$ cat src/rtl/fetch_pkg.sv
// Shared types and constants for the instruction fetch unit.
package fetch_pkg;

    localparam int unsigned XLEN = 32;

    typedef enum logic [1:0] {
        ST_IDLE = 2'd0,
        ST_REQ  = 2'd1,
        ST_WAIT = 2'd2,
        ST_KILL = 2'd3
    } fetch_state_e;

    typedef struct packed {
        logic [XLEN-1:0] data;
        logic [XLEN-1:0] pc;
    } fetch_entry_t;

endpackage

$ cat src/rtl/fetch_skid_buf.sv
// One-entry skid buffer catching a response while decode stalls the output slot.
module fetch_skid_buf
    import fetch_pkg::*;
(
    input  logic         clk,
    input  logic         rst_n,
    input  logic         i_push,
    input  logic         i_pop,
    input  logic         i_flush,
    input  fetch_entry_t i_entry,
    output fetch_entry_t o_entry,
    output logic         o_valid
);

    fetch_entry_t r_entry;
    logic         r_valid;

    // Flush wins over push so a redirect never leaves a stale entry behind.
    always_ff @(posedge clk or negedge rst_n) begin
        if (!rst_n) begin
            r_entry <= '0;
            r_valid <= 1'b0;
        end else if (i_flush) begin
            r_valid <= 1'b0;
        end else if (i_push) begin
            r_entry <= i_entry;
            r_valid <= 1'b1;
        end else if (i_pop) begin
            r_valid <= 1'b0;
        end
    end

    assign o_entry = r_entry;
    assign o_valid = r_valid;

endmodule

$ cat src/rtl/fetch_unit.sv
// Single-outstanding instruction fetch unit with redirect kill and decode skid.
// Optional macro FETCH_PERF_CNT_EN adds FetchCnt/KillCnt performance counters.
module fetch_unit
    import fetch_pkg::*;
#(
    parameter logic [XLEN-1:0] RESET_PC    = 32'h0000_0000,
    parameter int unsigned     MEM_LAT_MAX = 4
) (
    input  logic            CPU_CLK,
    input  logic            CPU_RST_N,
    input  logic [XLEN-1:0] PC_In,
    input  logic            Redirect,
    output logic [XLEN-1:0] PCF,
    output logic            IReqValid,
    input  logic            IReqReady,
    output logic [XLEN-1:0] IReqAddr,
    input  logic            IRespValid,
    input  logic [XLEN-1:0] IRespData,
    output logic [XLEN-1:0] InstrD,
    output logic [XLEN-1:0] PCD,
    output logic            InstrValidD,
    input  logic            StallD,
    output logic            FetchTimeout
`ifdef FETCH_PERF_CNT_EN
    ,
    output logic [31:0]     FetchCnt,
    output logic [31:0]     KillCnt
`endif
);

    localparam int unsigned LAT_W = $clog2(MEM_LAT_MAX + 1);

    fetch_state_e    r_state;
    fetch_state_e    w_state_nxt;
    logic [XLEN-1:0] r_pcf;
    logic [XLEN-1:0] r_req_pc;
    logic            r_ireq_valid;
    logic            r_pending;
    logic [XLEN-1:0] r_instr;
    logic [XLEN-1:0] r_pcd;
    logic            r_instr_valid;
    logic [LAT_W-1:0] r_lat_cnt;
    logic            r_timeout;

    logic            w_handshake;
    logic            w_resp_take;
    logic            w_slot_hold;
    logic            w_slot_load;
    logic            w_skid_push;
    logic            w_skid_pop;
    logic            w_skid_valid;
    logic            w_counting;
    fetch_entry_t    w_skid_in;
    fetch_entry_t    w_skid_out;

    assign w_skid_in = '{data: IRespData, pc: r_req_pc};

    fetch_skid_buf u_skid (
        .clk     (CPU_CLK),
        .rst_n   (CPU_RST_N),
        .i_push  (w_skid_push),
        .i_pop   (w_skid_pop),
        .i_flush (Redirect),
        .i_entry (w_skid_in),
        .o_entry (w_skid_out),
        .o_valid (w_skid_valid)
    );

    // Handshake / response classification; responses during KILL or with a redirect are dropped.
    always_comb begin
        w_handshake = r_ireq_valid & IReqReady;
        w_resp_take = IRespValid & r_pending & (r_state == ST_WAIT) & ~Redirect;
        w_slot_hold = StallD & r_instr_valid;
        w_slot_load = ~Redirect & ~w_slot_hold & (w_skid_valid | w_resp_take);
        w_skid_push = w_resp_take & w_slot_hold;
        w_skid_pop  = ~Redirect & ~w_slot_hold & w_skid_valid;
        w_counting  = r_pending & ((r_state == ST_WAIT) | (r_state == ST_KILL));
    end

    always_ff @(posedge CPU_CLK or negedge CPU_RST_N) begin
        if (!CPU_RST_N) begin
            r_state <= ST_IDLE;
        end else begin
            r_state <= w_state_nxt;
        end
    end

    // WAIT also parks with nothing outstanding while the skid entry is full.
    always_comb begin
        w_state_nxt = r_state;
        case (r_state)
            ST_IDLE: w_state_nxt = ST_REQ;
            ST_REQ: begin
                if (w_handshake) begin
                    w_state_nxt = Redirect ? ST_KILL : ST_WAIT;
                end
            end
            ST_WAIT: begin
                if (Redirect) begin
                    w_state_nxt = (r_pending & ~IRespValid) ? ST_KILL : ST_REQ;
                end else if (w_resp_take) begin
                    w_state_nxt = w_slot_hold ? ST_WAIT : ST_REQ;
                end else if (!r_pending && !w_skid_valid) begin
                    w_state_nxt = ST_REQ;
                end
            end
            ST_KILL: begin
                if (IRespValid) begin
                    w_state_nxt = ST_REQ;
                end
            end
            default: w_state_nxt = ST_IDLE;
        endcase
    end

    always_ff @(posedge CPU_CLK or negedge CPU_RST_N) begin
        if (!CPU_RST_N) begin
            r_pcf        <= RESET_PC;
            r_req_pc     <= '0;
            r_ireq_valid <= 1'b0;
            r_pending    <= 1'b0;
        end else begin
            r_ireq_valid <= (w_state_nxt == ST_REQ);
            if (Redirect || w_handshake) begin
                r_pcf <= PC_In;
            end
            if (w_handshake) begin
                r_pending <= 1'b1;
                r_req_pc  <= r_pcf;
            end else if (IRespValid) begin
                r_pending <= 1'b0;
            end
        end
    end

    // Decode slot: skid entry is older than any fresh response, so it loads first.
    always_ff @(posedge CPU_CLK or negedge CPU_RST_N) begin
        if (!CPU_RST_N) begin
            r_instr       <= '0;
            r_pcd         <= '0;
            r_instr_valid <= 1'b0;
        end else if (Redirect) begin
            r_instr_valid <= 1'b0;
        end else if (!w_slot_hold) begin
            r_instr_valid <= w_slot_load;
            if (w_skid_valid) begin
                r_instr <= w_skid_out.data;
                r_pcd   <= w_skid_out.pc;
            end else if (w_resp_take) begin
                r_instr <= IRespData;
                r_pcd   <= r_req_pc;
            end
        end
    end

    always_ff @(posedge CPU_CLK or negedge CPU_RST_N) begin
        if (!CPU_RST_N) begin
            r_lat_cnt <= '0;
            r_timeout <= 1'b0;
        end else if (w_counting && !IRespValid) begin
            if (r_lat_cnt != LAT_W'(MEM_LAT_MAX)) begin
                r_lat_cnt <= r_lat_cnt + LAT_W'(1);
            end
            if (r_lat_cnt >= LAT_W'(MEM_LAT_MAX - 1)) begin
                r_timeout <= 1'b1;
            end
        end else begin
            r_lat_cnt <= '0;
        end
    end

`ifdef FETCH_PERF_CNT_EN
    logic [31:0] r_fetch_cnt;
    logic [31:0] r_kill_cnt;

    always_ff @(posedge CPU_CLK or negedge CPU_RST_N) begin
        if (!CPU_RST_N) begin
            r_fetch_cnt <= '0;
            r_kill_cnt  <= '0;
        end else begin
            if (w_slot_load) begin
                r_fetch_cnt <= r_fetch_cnt + 32'd1;
            end
            if (IRespValid && r_pending && !w_resp_take) begin
                r_kill_cnt <= r_kill_cnt + 32'd1;
            end
        end
    end

    assign FetchCnt = r_fetch_cnt;
    assign KillCnt  = r_kill_cnt;
`endif

    assign PCF          = r_pcf;
    assign IReqValid    = r_ireq_valid;
    assign IReqAddr     = r_pcf;
    assign InstrD       = r_instr;
    assign PCD          = r_pcd;
    assign InstrValidD  = r_instr_valid;
    assign FetchTimeout = r_timeout;

endmodule

$ cat config.mk
export PLATFORM = sky130hd
export DESIGN_NAME = fetch_unit
export DESIGN_NICKNAME = d
export VERILOG_FILES = /design/src/rtl/fetch_pkg.sv /design/src/rtl/fetch_skid_buf.sv /design/src/rtl/fetch_unit.sv
export SDC_FILE = /design/constraint.sdc
export NUM_CORES = 1
export LEC_CHECK = 0
export CORE_UTILIZATION = 56
export CTS_BUF_LIST = sky130_fd_sc_hd__clkbuf_8 sky130_fd_sc_hd__clkbuf_16
export CTS_CLUSTER_DIAMETER = 150
export DETAILED_ROUTE_END_ITERATION = 16
export PLACE_DENSITY_LB_ADDON = 0.25
export SLEW_MARGIN = 0
export SYNTH_ARGS = -nofsm -noshare
export SYNTH_HDL_FRONTEND = slang
export SYNTH_SLANG_ARGS = --single-unit
$ cat constraint.sdc
create_clock -name CPU_CLK -period 3.3 [get_ports CPU_CLK]
set_clock_uncertainty 0.15 [all_clocks]
set_input_delay 0.33 -clock CPU_CLK [delete_from_list [all_inputs] [get_ports CPU_CLK]]
set_output_delay 0.33 -clock CPU_CLK [all_outputs]
set_load 0.005 [all_outputs]
==> flow_metrics.py <==
metrics = {
    "critical_path": {
        "cpPeakStageDelay_ns": 0.75,
        "startpoint": "InstrValidD",
        "slowest_stage": "dfrtp_2",
        "cp_max_fo": 40,
        "crit_arrival_ns": 2.70,
        "worstReg2RegEnd": "u_skid.o_entry[14]",
        "reg2regPathDepth": 4,
        "crit_path_end": "u_skid.o_entry[14]",
        "cp_cell_sequence": "nand2_1 > nor3_2 > buf_4 > mux2_2",
        "cp.required_ns": 3.52,
        "endpoint_kind": "flip-flop",
        "critPathKind": "reg -> reg",
        "regToRegSetupSlack_ns": 0.82,
        "timing.rr.start": "InstrValidD",
        "cp-start-kind": "flip-flop",
    },
    "clock_tree": {
        "postCtsHoldBufs": 1,
        "htreeDepth": 1,
        "clock_sinks": 202,
        "insertion_delay_ns": 0.49,
        "cts_buffers": 21,
        "cts_tree": "done",
        "clockBufferDepth": 3,
        "cts.repair.resized": 0,
        "cts_root_buf": "clkbuf_16",
        "path_clk_slew_ns": 0.06,
        "post_cts_buffers": 0,
    },
    "placement": {
        "hpwlAfterDp_mm": 14.73,
        "place_inst": 1072,
        "io_buffers": 200,
        "postPlaceCellArea_um2": 11940,
        "place_congestion": 0.7580,
    },
    "synthesis": {
        "synth-async-reset-ratio_pct": 100.0,
        "yosys-top-cells-area": "dfrtp_1 (50%), mux2_2 (13%), mux2_4 (7.3%)",
        "ys_ff_latch": 202,
        "yosys.area_share.simple_pct": 5.772,
        "synthAdderAreaFrac_pct": 0.3700,
        "synth_top_area_share_pct": 49.83,
        "synth_compound_area_share_pct": 13.58,
        "synth_xor_area_share_pct": 0.08633,
        "syn_inst": 729,
        "synth_commonest_cells": "dfrtp_1 (202), mux2_2 (121), a211o_1 (64)",
        "syn_nets": 802,
        "synth_top_family_by_area": "multiplexers",
        "ys.flop_type": "dfrtp_1",
        "synth.mux.area_fraction_pct": 23.22,
        "synth_edf_count": 0,
        "synth_area_per_cell_um2": 13.92,
        "post-synth-top-area-cell": "dfrtp_1",
        "synth_cell_type_count": 37,
        "synth_most_common_cell": "dfrtp_1",
        "seq_area_frac_synth_pct": 49.83,
        "synth_warnings": 0,
        "synth_area_um2": 10140,
    },
    "routing": {
        "met3_length_mm": 1.281,
        "routedWlPerCell_um": 21.63,
        "first_pass_iters": 4,
        "via_per_inst": 6.217,
        "dr_wl_met2_mm": 12.20,
        "num_vias": 6901,
        "wl_met1_mm": 10.10,
        "drt-total-wl_mm": 24.01,
        "drt_iter0_markers": 404,
        "ant_nets": 0,
        "drc_errors": 0,
        "highest_layer": "met4",
    },
    "global_route": {
        "antenna_found_initial": 0,
        "overflow": 0,
        "grt_max_degree": 74,
        "grt_pass1_vias": 7188,
        "track_usage_pct": 25.91,
        "grt_pass1_wl_mm": 37.96,
    },
    "layout": {
        "fin_nets": 944,
        "fin_area_um2": 12660,
        "num_antenna_cells": 0,
        "layout-drive-gt1-share_pct": 27.01,
        "syn2layout_area_growth_pct": 24.84,
        "n_fill_cell": 1119,
        "final_cells": 1110,
    },
    "run_status": {
        "status": "finished, final reports clean",
    },
    "timing": {
        "finalCritPeriodShare_pct": 75.25,
        "worst_slew_pin_slew_ns": 0.8518,
        "finalSetupViolations": 0,
        "maxSlewViolCount": 0,
        "grt_setup_unrepaired": "no",
        "maxSlewHeadroom_pct": 43.21,
        "min_period_ns": 2.483,
        "hold_violations": 0,
        "finalSetupTns_ns": 0,
        "fmax_mhz": 402.7,
        "whs_ns": 0.07037,
    },
    "floorplan": {
        "ios": 201,
        "core_um2": 17480,
        "initial_core_util_pct": 58.05,
        "die_width_um": 136.6,
        "die_h_um": 136.6,
        "row_count": 48,
        "die-area_um2": 18660,
    },
    "power": {
        "leakage_nw": 5.480,
        "power_density_nw_per_um2": 542.7,
        "ir_worst_vdd_mv": 0.5161,
    },
    "worst_hold_path": {
        "min_from": "StallD",
        "hold_class": "in -> reg",
    },
    "job": {
        "max_cap_violations": 0,
    },
}
[per-layer routing]
metal  vias to the layer above  global-route usage (%)
li1                       3010                       -
met5                         -                       0
met2                       235                   45.06
met4                         0                   7.593
met3                        39                   3.852
met1                      3617                   33.46
[cell type report]
cell class	count	area, um2	area share (%)
multi-input combinational	422	4385	34.63
tap	225	281.5	2.223
sequential	202	5060	39.95
timing repair buffer	220	2211	17.46
clock buffer	25	580.6	4.584
inverter	4	15.01	0.1186
clock inverter	12	131.4	1.037
[report_power, final]
group | switching, mW | total (mW) | internal (mW)
logic | 0.484 | 1.32 | 0.836
registers | 0.311 | 3.11 | 2.80
clock network | 0.961 | 2.44 | 1.48
total | 1.76 | 6.87 | 5.12
[flip-flops by register name (all words and copies together), names as in the netlist, 2 cells and up]
register / count
IReqAddr: 32
r_lat_cnt: 3
r_req_pc: 32
u_skid.o_entry: 64
InstrD: 32
r_state: 2
PCD: 32
[kinds of logic (layout without fill, tap and decap cells)]
group,after synthesis,count (layout)
AO/OA/AOI/OAI,142,142
XOR/XNOR,1,1
adder cells (fa/ha/maj),3,3
buffers and inverters,105,261
flip-flops,202,202
multiplexers,193,193
AND/OR/NAND/NOR,83,83
[how the worst min path moves through the flow]
stage	cells past startpoint	slack (ns)	end
3_3_place_gp	1	0.22	InstrD[17]
3_5_place_dp	1	0.23	InstrD[17]
6_report	3	0.07	u_skid.o_valid
5_1_grt	3	0.08	u_skid.o_valid
2_1_floorplan	0	-0.12	FetchTimeout
4_1_cts	3	0.05	u_skid.o_valid
[worst max-delay path, delay by kind of cell (launching register included)]
kind	cells	cell delay [ns]
mux	1	0.41
simple gates	2	0.47
flops	1	0.75
buf+inv	1	0.56
[cell usage in the layout, fill, tap and decap left out, drive strengths merged, types with 6 or more instances in the layout]
cell type	count
clkinv	6
mux2	192
nand3b	63
inv	7
nand2	6
buf	21
a21oi	7
clkdlybuf4s50	197
dfrtp	202
a211o	64
o221a	64
clkbuf	26
[per-stage QoR]
stage / setup slack [ns] / power, mW / utilization [%]
global route: 0.6813 / 7.153 / 72.47
finish: 0.8169 / 6.873 / 72.47
CTS: 0.8024 / 6.936 / 72.47
detailed placement: 0.7134 / 4.464 / 68.33
floorplan: 1.499 / 3.839 / -
global placement: 0.7792 / 4.373 / 68.33
(Power assumes the default switching activity.)
